$ cat src/rtl/amm_pkg.sv
// Shared types and defaults for the amaster_mm MM initiator.
package amm_pkg;

  localparam int AMM_ADDRW = 8;
  localparam int AMM_DATAW = 32;

  typedef enum logic [1:0] {
    IDLE = 2'd0,
    BUS  = 2'd1,
    RESP = 2'd2
  } amm_state_t;

  typedef struct packed {
    logic                 write;
    logic                 err;
    logic [AMM_DATAW-1:0] rdata;
  } amm_rsp_t;

endpackage

$ cat src/rtl/amm_timeout_cnt.sv
// Stall counter for amaster_mm: clears on clr, counts enabled cycles and
// raises hit on the enabled cycle that makes the count reach TIMEOUT.
module amm_timeout_cnt #(
  parameter int TOW     = 8,
  parameter int TIMEOUT = 255
) (
  input  logic clk,
  input  logic rst,
  input  logic clr,
  input  logic en,
  output logic hit
);

  localparam logic [TOW-1:0] LAST = TOW'(TIMEOUT - 1);

  logic [TOW-1:0] cnt;

  always_ff @(posedge clk or posedge rst) begin
    if (rst) begin
      cnt <= '0;
    end else if (clr) begin
      cnt <= '0;
    end else if (en) begin
      cnt <= cnt + 1'b1;
    end
  end

  // cnt holds the stalls seen before this cycle; this stall is number cnt+1
  assign hit = en && (cnt == LAST);

endmodule

$ cat src/rtl/amaster_mm.sv
// Avalon-MM style single-transfer initiator: local cmd/rsp handshake to
// basic MM read/write. Optional stall abort via AMASTER_MM_TIMEOUT_EN.
module amaster_mm
  import amm_pkg::*;
#(
  parameter int ADDRW   = AMM_ADDRW,
  parameter int DATAW   = AMM_DATAW,
  parameter int TOW     = 8,
  parameter int TIMEOUT = 255
) (
  input  logic             clk,
  input  logic             rst,
  input  logic             cmd_valid,
  output logic             cmd_ready,
  input  logic             cmd_write,
  input  logic [ADDRW-1:0] cmd_addr,
  input  logic [DATAW-1:0] cmd_wdata,
  output logic             rsp_valid,
  input  logic             rsp_ready,
  output logic             rsp_write,
  output logic [DATAW-1:0] rsp_rdata,
  output logic             rsp_err,
  output logic [ADDRW-1:0] m_addr,
  output logic             m_read,
  output logic             m_write,
  output logic [DATAW-1:0] m_writedata,
  input  logic [DATAW-1:0] m_readdata,
  input  logic             m_waitrequest
);

  amm_state_t state;
  logic       to_hit;

  assign cmd_ready = (state == IDLE);

`ifdef AMASTER_MM_TIMEOUT_EN
  amm_timeout_cnt #(
    .TOW     (TOW),
    .TIMEOUT (TIMEOUT)
  ) u_timeout_cnt (
    .clk (clk),
    .rst (rst),
    .clr (state != BUS),
    .en  ((state == BUS) && m_waitrequest),
    .hit (to_hit)
  );
`else
  logic [TOW-1:0] unused_timeout;
  assign unused_timeout = TOW'(TIMEOUT);
  assign to_hit         = 1'b0;
`endif

  always_ff @(posedge clk or posedge rst) begin
    if (rst) begin
      state       <= IDLE;
      m_addr      <= '0;
      m_read      <= 1'b0;
      m_write     <= 1'b0;
      m_writedata <= '0;
      rsp_valid   <= 1'b0;
      rsp_write   <= 1'b0;
      rsp_rdata   <= '0;
      rsp_err     <= 1'b0;
    end else begin
      case (state)
        IDLE: begin
          if (cmd_valid) begin
            m_addr      <= cmd_addr;
            m_writedata <= cmd_write ? cmd_wdata : '0;
            m_write     <= cmd_write;
            m_read      <= !cmd_write;
            state       <= BUS;
          end
        end
        BUS: begin
          // A release in the same cycle as the timeout hit completes normally
          if (!m_waitrequest) begin
            m_read    <= 1'b0;
            m_write   <= 1'b0;
            rsp_rdata <= m_read ? m_readdata : '0;
            rsp_write <= m_write;
            rsp_err   <= 1'b0;
            rsp_valid <= 1'b1;
            state     <= RESP;
          end else if (to_hit) begin
            m_read    <= 1'b0;
            m_write   <= 1'b0;
            rsp_rdata <= '0;
            rsp_write <= m_write;
            rsp_err   <= 1'b1;
            rsp_valid <= 1'b1;
            state     <= RESP;
          end
        end
        RESP: begin
          if (rsp_ready) begin
            rsp_valid <= 1'b0;
            state     <= IDLE;
          end
        end
        default: state <= IDLE;
      endcase
    end
  end

endmodule

$ cat config.mk
export PLATFORM = sky130hd
export DESIGN_NAME = amaster_mm
export DESIGN_NICKNAME = d
export VERILOG_FILES = /design/src/rtl/amm_pkg.sv /design/src/rtl/amm_timeout_cnt.sv /design/src/rtl/amaster_mm.sv
export SDC_FILE = /design/constraint.sdc
export NUM_CORES = 1
export LEC_CHECK = 0
export BUFFER_PORTS_ARGS = -buffer_cell sky130_fd_sc_hd__buf_2
export CORE_UTILIZATION = 45
export CTS_CLUSTER_DIAMETER = 60
export DETAILED_ROUTE_END_ITERATION = 8
export GPL_ROUTABILITY_DRIVEN = 1
export PLACE_DENSITY = 0.84
export SKIP_LAST_GASP = 1
export SLEW_MARGIN = 40
export SYNTH_ARGS = -nofsm -noshare
export SYNTH_HDL_FRONTEND = slang
export SYNTH_HIERARCHICAL = 1
export SYNTH_SLANG_ARGS = --single-unit
$ cat constraint.sdc
create_clock -name clk -period 2.7 [get_ports clk]
set_input_delay 0.405 -clock clk [delete_from_list [all_inputs] [get_ports clk]]
set_output_delay 0.405 -clock clk [all_outputs]
set_load 0.01 [all_outputs]
# [Word level (Yosys, flattened, before mapping)]
# Cells that the tools add are included.
[op_classes] n_reduce_logical=9 bitwise_logic=1 n_eq_ne=5 n_mux=14
[op_table] op="32-bit 2-to-1 mux" count=2
[op_table] op="3-bit AND reduction" count=3
[op_table] op="2-bit 2-to-1 mux" count=3
[op_table] op="2-bit inequality test (second input constant)" count=3
[op_table] op="1-bit case mux with 2 select lines" count=3
[op_table] op="2-bit case mux with 3 select lines" count=1
[op_table] op="1-bit 2-to-1 mux" count=5
[op_table] op="2-bit AND reduction" count=2
[op_table] op="2-bit nonzero test" count=2
[op_table] op="2-bit by 1-bit == test with 1-bit output (second input constant)" count=1
[op_table] op="2-bit == test (second input constant)" count=1
[op_table] op="2-bit logical NOT" count=1
[op_table] op="1-bit logical NOT" count=1
[op_table] op="1-bit inverter" count=1
[totals] in_bits=78 regBits=78 output_inout_bits=78 word_cells=37

# [Longest topological paths before layout]
[logic_depth] word_depth=3 depth_mapped=6 depth_no_buf=3

# [Worst setup path before layout]
# OpenSTA, ideal clock, no wires.
[synth_path] path_kind="reg-to-reg" from="reg state[1]" to="reg m_addr[0]" required_ps=2575 n_path_buf=2 stages_incl_launch_ff=5 path_slack_ps=1216 setup_ps=125 arrival_ps=1359 synth_period_minus_slack_ps=1484 path_cell_list="dfrtp_1 or3b_1 buf_6 buf_6 mux2_4"
[synth_via] elab_chain_len=2
[synth_lines] item="start, declared" line="amaster_mm.sv:31" source="amm_state_t state;"
[synth_lines] item="start signal, assigned" line="amaster_mm.sv:55" source="state <= IDLE;"
[synth_lines] item="start signal, assigned" line="amaster_mm.sv:72" source="state <= BUS;"
[synth_lines] item="start signal, assigned" line="amaster_mm.sv:84" source="state <= RESP;"
[synth_lines] item="2-bit logical NOT" line="amaster_mm.sv:65" source="case (state)"
[synth_lines] item="2-bit AND reduction (no line)"
[synth_lines] item="end signal, assigned" line="amaster_mm.sv:68" source="m_addr <= cmd_addr;"
[synth_lines] item="end, declared" line="amaster_mm.sv:23" source="output logic [ADDRW-1:0] m_addr,"
# No other way between the ends.
# A chain may end at the register's enable or synchronous reset.

# [Final worst setup path]
[layout_path] from="reg state[0]" to="reg m_writedata[15]"
[layout_via] elab_chain_len=2
[layout_lines] item="2-bit logical NOT" line="amaster_mm.sv:65"
[layout_lines] item="2-bit AND reduction (no line)"
[layout_lines] item="end signal, assigned" line="amaster_mm.sv:69" source="m_writedata <= cmd_write ? cmd_wdata : '0;"
[layout_lines] item="end, declared" line="amaster_mm.sv:26" source="output logic [DATAW-1:0] m_writedata,"
# No other way between the ends.

==> key figures <==
Synth
  • Seq/Total Area, Yosys: 0.6178
  • Fraction of the mapped netlist area in adder cells: 0
  • Mapped Nets: 406
  • Synth unique cells: 21
  • Compound-cell area share of the yosys netlist: 0.1160
  • Mux share of post-synthesis cell area: 0.04356
  • Main combinational cell family by area after synthesis: simple AND/OR/NAND/NOR gates
  • #FFs+latches synth: 78
  • Netlist Area Pre-Place: 0.003159 mm2
  • Mapped Avg Cell Area: 9.632 um2
  • Simple-Gate Fraction of Synth Area: 0.1699
  • Yosys synthesis warning count: 6
  • Post-Syn Instances: 328
  • Synth Area in XOR/XNOR: 0

Cells and area
  • Ant diodes: 0
  • Most frequent cells in the layout: buf_2 (154), nand2_1 (131), dfrtp_1 (78)
  • Proportion of layout cells with a drive suffix above 1: 0.3899
  • Area delta synth->final: 30.89%
  • Register area: 0.001952 mm2
  • Final Core Density: 0.6087
  • Multi-input gate area: 0.001047 mm2
  • Fin cells: 573
  • Fill cells: 598
  • NumNets Final: 550
  • Commonest non-fill, non-tap cell in the layout: buf_2

Critical path
  • Crit-path max FO: 48
  • Setup crit end kind: flop
  • Critical-path top delay cell: or3b_2
  • CP required: 2.93 ns
  • Reg2Reg Depth: 3
  • Crit path to: m_writedata[15]
  • R2R Setup Slk: 0.83 ns
  • Startpoint type of the worst setup path: flop
  • Reg2Reg Launch Point: state[0]
  • Critical Path Max Stage Delay: 0.77 ns
  • Crit Reg-Reg Endpoint: m_writedata[15]
  • Arrival time worst endpoint: 2.10 ns
  • Setup CP Type: reg2reg
  • Worst Setup SP: state[0]
  • CP Cell Sequence: or3b_2 -> buf_12 -> o21ai_0

Timing
  • Max-slew violations: 0
  • Final hold vios: 0
  • RSZ-0062 raised after global routing: no
  • Minimum clock period: 1.873 ns
  • Worst Tran Pin Value: 0.6473 ns
  • Post-Route Setup TNS: 0 ns
  • Fin crit share: 0.6938
  • Setup violators final: 0
  • Max Freq: 0.5338 GHz
  • Relative slew margins: 0.5685
  • Clk_skew: 0.008180 ns

Global routing
  • Largest net degree at the start of global routing: 67
  • Initial antenna violation count: 0
  • Vias in the first global route: 2499
  • GRT Residual Overflow: 0
  • GRT Util Overall: 0.1937
  • First-pass GRT wire length: 11050 um

Power and ir drop
  • Int Pwr: 0.002603 W
  • PwrDens: 977.3 mW/mm2
  • Sequential power share: 0.460
  • Clock power share: 0.198
  • Comb pwr share: 0.342
  • Leakage power: 2.251 nW
  • Worst VDD drop: 604.8 uV
  • P_sw: 0.001438 W
  • Overall power: 0.004041 W
  • Net Sw Frac: 0.3559

Clock network
  • Clock insertion delay at the later pin of the skew report: 0.33 ns
  • Reg clk slew, reported paths: 0.08 ns
  • Clock Path Buffers: 2
  • Root buffer cell: clkbuf_8
  • TritonCTS clock tree: yes
  • Post-CTS Hold Buffers: 0
  • Resize count post-CTS: 0
  • Postcts setup bufs: 0
  • H-tree Lvls: 3
  • Sinks on Clock Net: 78
  • TritonCTS Buffers: 9

Die
  • Io pins: 156
  • Die area: 0.007360 mm2
  • Die Y: 85.79 um
  • Die W: 85.79 um
  • Core ar.: 0.006794 mm2
  • Initial core utilization: 0.4650
  • Cell Rows: 30

Run
  • Max cap viols: 0

Detailed routing
  • Final wirelength: 7081 um
  • Wire length per cell: 12.36 um
  • DR pass1 iterations: 4
  • Vias/cell: 4.668
  • DRC viols: 0
  • Post-route ant nets: 0
  • DR iter-0 viols: 123
  • Detailed-route via count: 2675

Placement
  • Port buffer count: 154
  • Placed Instances: 557
  • Dpl hpwl: 5081 um
  • Routability cong.: 0.7654

Min path
  • Worst hold path type: in2async

Run status
  • Status: complete, no violations
==> synth_stat cells <==
cell	n	area, um2
nand2_1	131	491.7
o21ai_1	14	70.07
and2b_1	1	7.510
a21o_1	1	7.510
or3b_1	2	17.52
conb_1	1	3.750
inv_1	4	15.01
buf_6	6	67.56
nor4b_1	1	8.760
buf_2	1	5.000
o31ai_1	1	7.510
a21oi_1	2	10.01
dfrtp_1	78	1952
buf_4	2	15.01
clkbuf_1	16	60.06
mux2_4	7	105.1
nor2_1	3	11.26
mux2_2	2	22.52
o21ai_0	53	265.3
a31oi_1	1	6.260
mux2i_1	1	10.01
==> cell type report <==
| cell class | count | area share |
|---|---|---|
| Multi-Input combinational cell | 221 | 0.2533 |
| Clock inverter | 4 | 0.004841 |
| Clock buffer | 12 | 0.03994 |
| Timing Repair Buffer | 158 | 0.1967 |
| Inverter | 4 | 0.004236 |
| Sequential cell | 78 | 0.4720 |
| Tap cell | 96 | 0.02905 |
==> metal layers <==
layer  vias to the layer above  track usage  wire (um)
li1                       1338            -          -
met1                      1244       0.2371       3168
met2                        82       0.3324       3527
met3                        11      0.04524        282
met4                         0      0.07727        103
met5                         -            0          0
==> metrics by stage <==
step / hold slack [ns] / worst slack (ns) / area, um2
2_1_floorplan: 0.4913 / 0.3000 / 3159
4_1_cts: 0.1793 / 0.8103 / 4134
5_1_grt: 0.1444 / 0.7132 / 4135
3_5_place_dp: 0.4650 / 0.8151 / 3949
6_report: 0.1028 / 0.8268 / 4135
3_3_place_gp: 0.4582 / 0.7464 / 3946
==> critical path: cells and delay by family (launching register included) <==
kind | cells | cell delay [ns]
compound gates | 1 | 0.22
buf+inv | 1 | 0.28
flops | 1 | 0.49
simple gates | 1 | 0.77
==> logic make-up (layout without fill, tap and decap cells) <==
family                 after synthesis  count (layout)
AND/OR/NAND/NOR                    138             138
flip-flops                          78              78
AO/OA/AOI/OAI                       72              72
buffers and inverters               29             178
multiplexers                        10              10
other                                1               1
==> sequential cells by signal, indices dropped and copies added (netlist names) <==
register	cells
m_addr	8
rsp_write	1
m_writedata	32
rsp_valid	1
state	2
m_write	1
rsp_rdata	32
m_read	1
==> worst min-delay path by stage <==
stage | start | to | slack [ns] | depth (start not counted)
finish | rst | rsp_rdata[20] | 0.10 | 2
global route | rst | m_writedata[6] | 0.14 | 2
CTS | rst | rsp_rdata[18] | 0.18 | 2
detailed placement | m_writedata[16] | m_writedata[16] | 0.46 | 2
global placement | m_writedata[18] | m_writedata[18] | 0.46 | 2
floorplan | rsp_ready | state[1] | 0.49 | 1
==> power groups by stage <==
stage | clock network (W) | logic, W | registers, W
floorplan | 0 | 0.000614 | 0.00205
global placement | 0 | 0.00135 | 0.00186
detailed placement | 0 | 0.00140 | 0.00188
CTS | 0.000825 | 0.00140 | 0.00186
global route | 0.000874 | 0.00154 | 0.00192
finish | 0.000801 | 0.00138 | 0.00186
No activity file was read; power rests on OpenSTA's default activity.
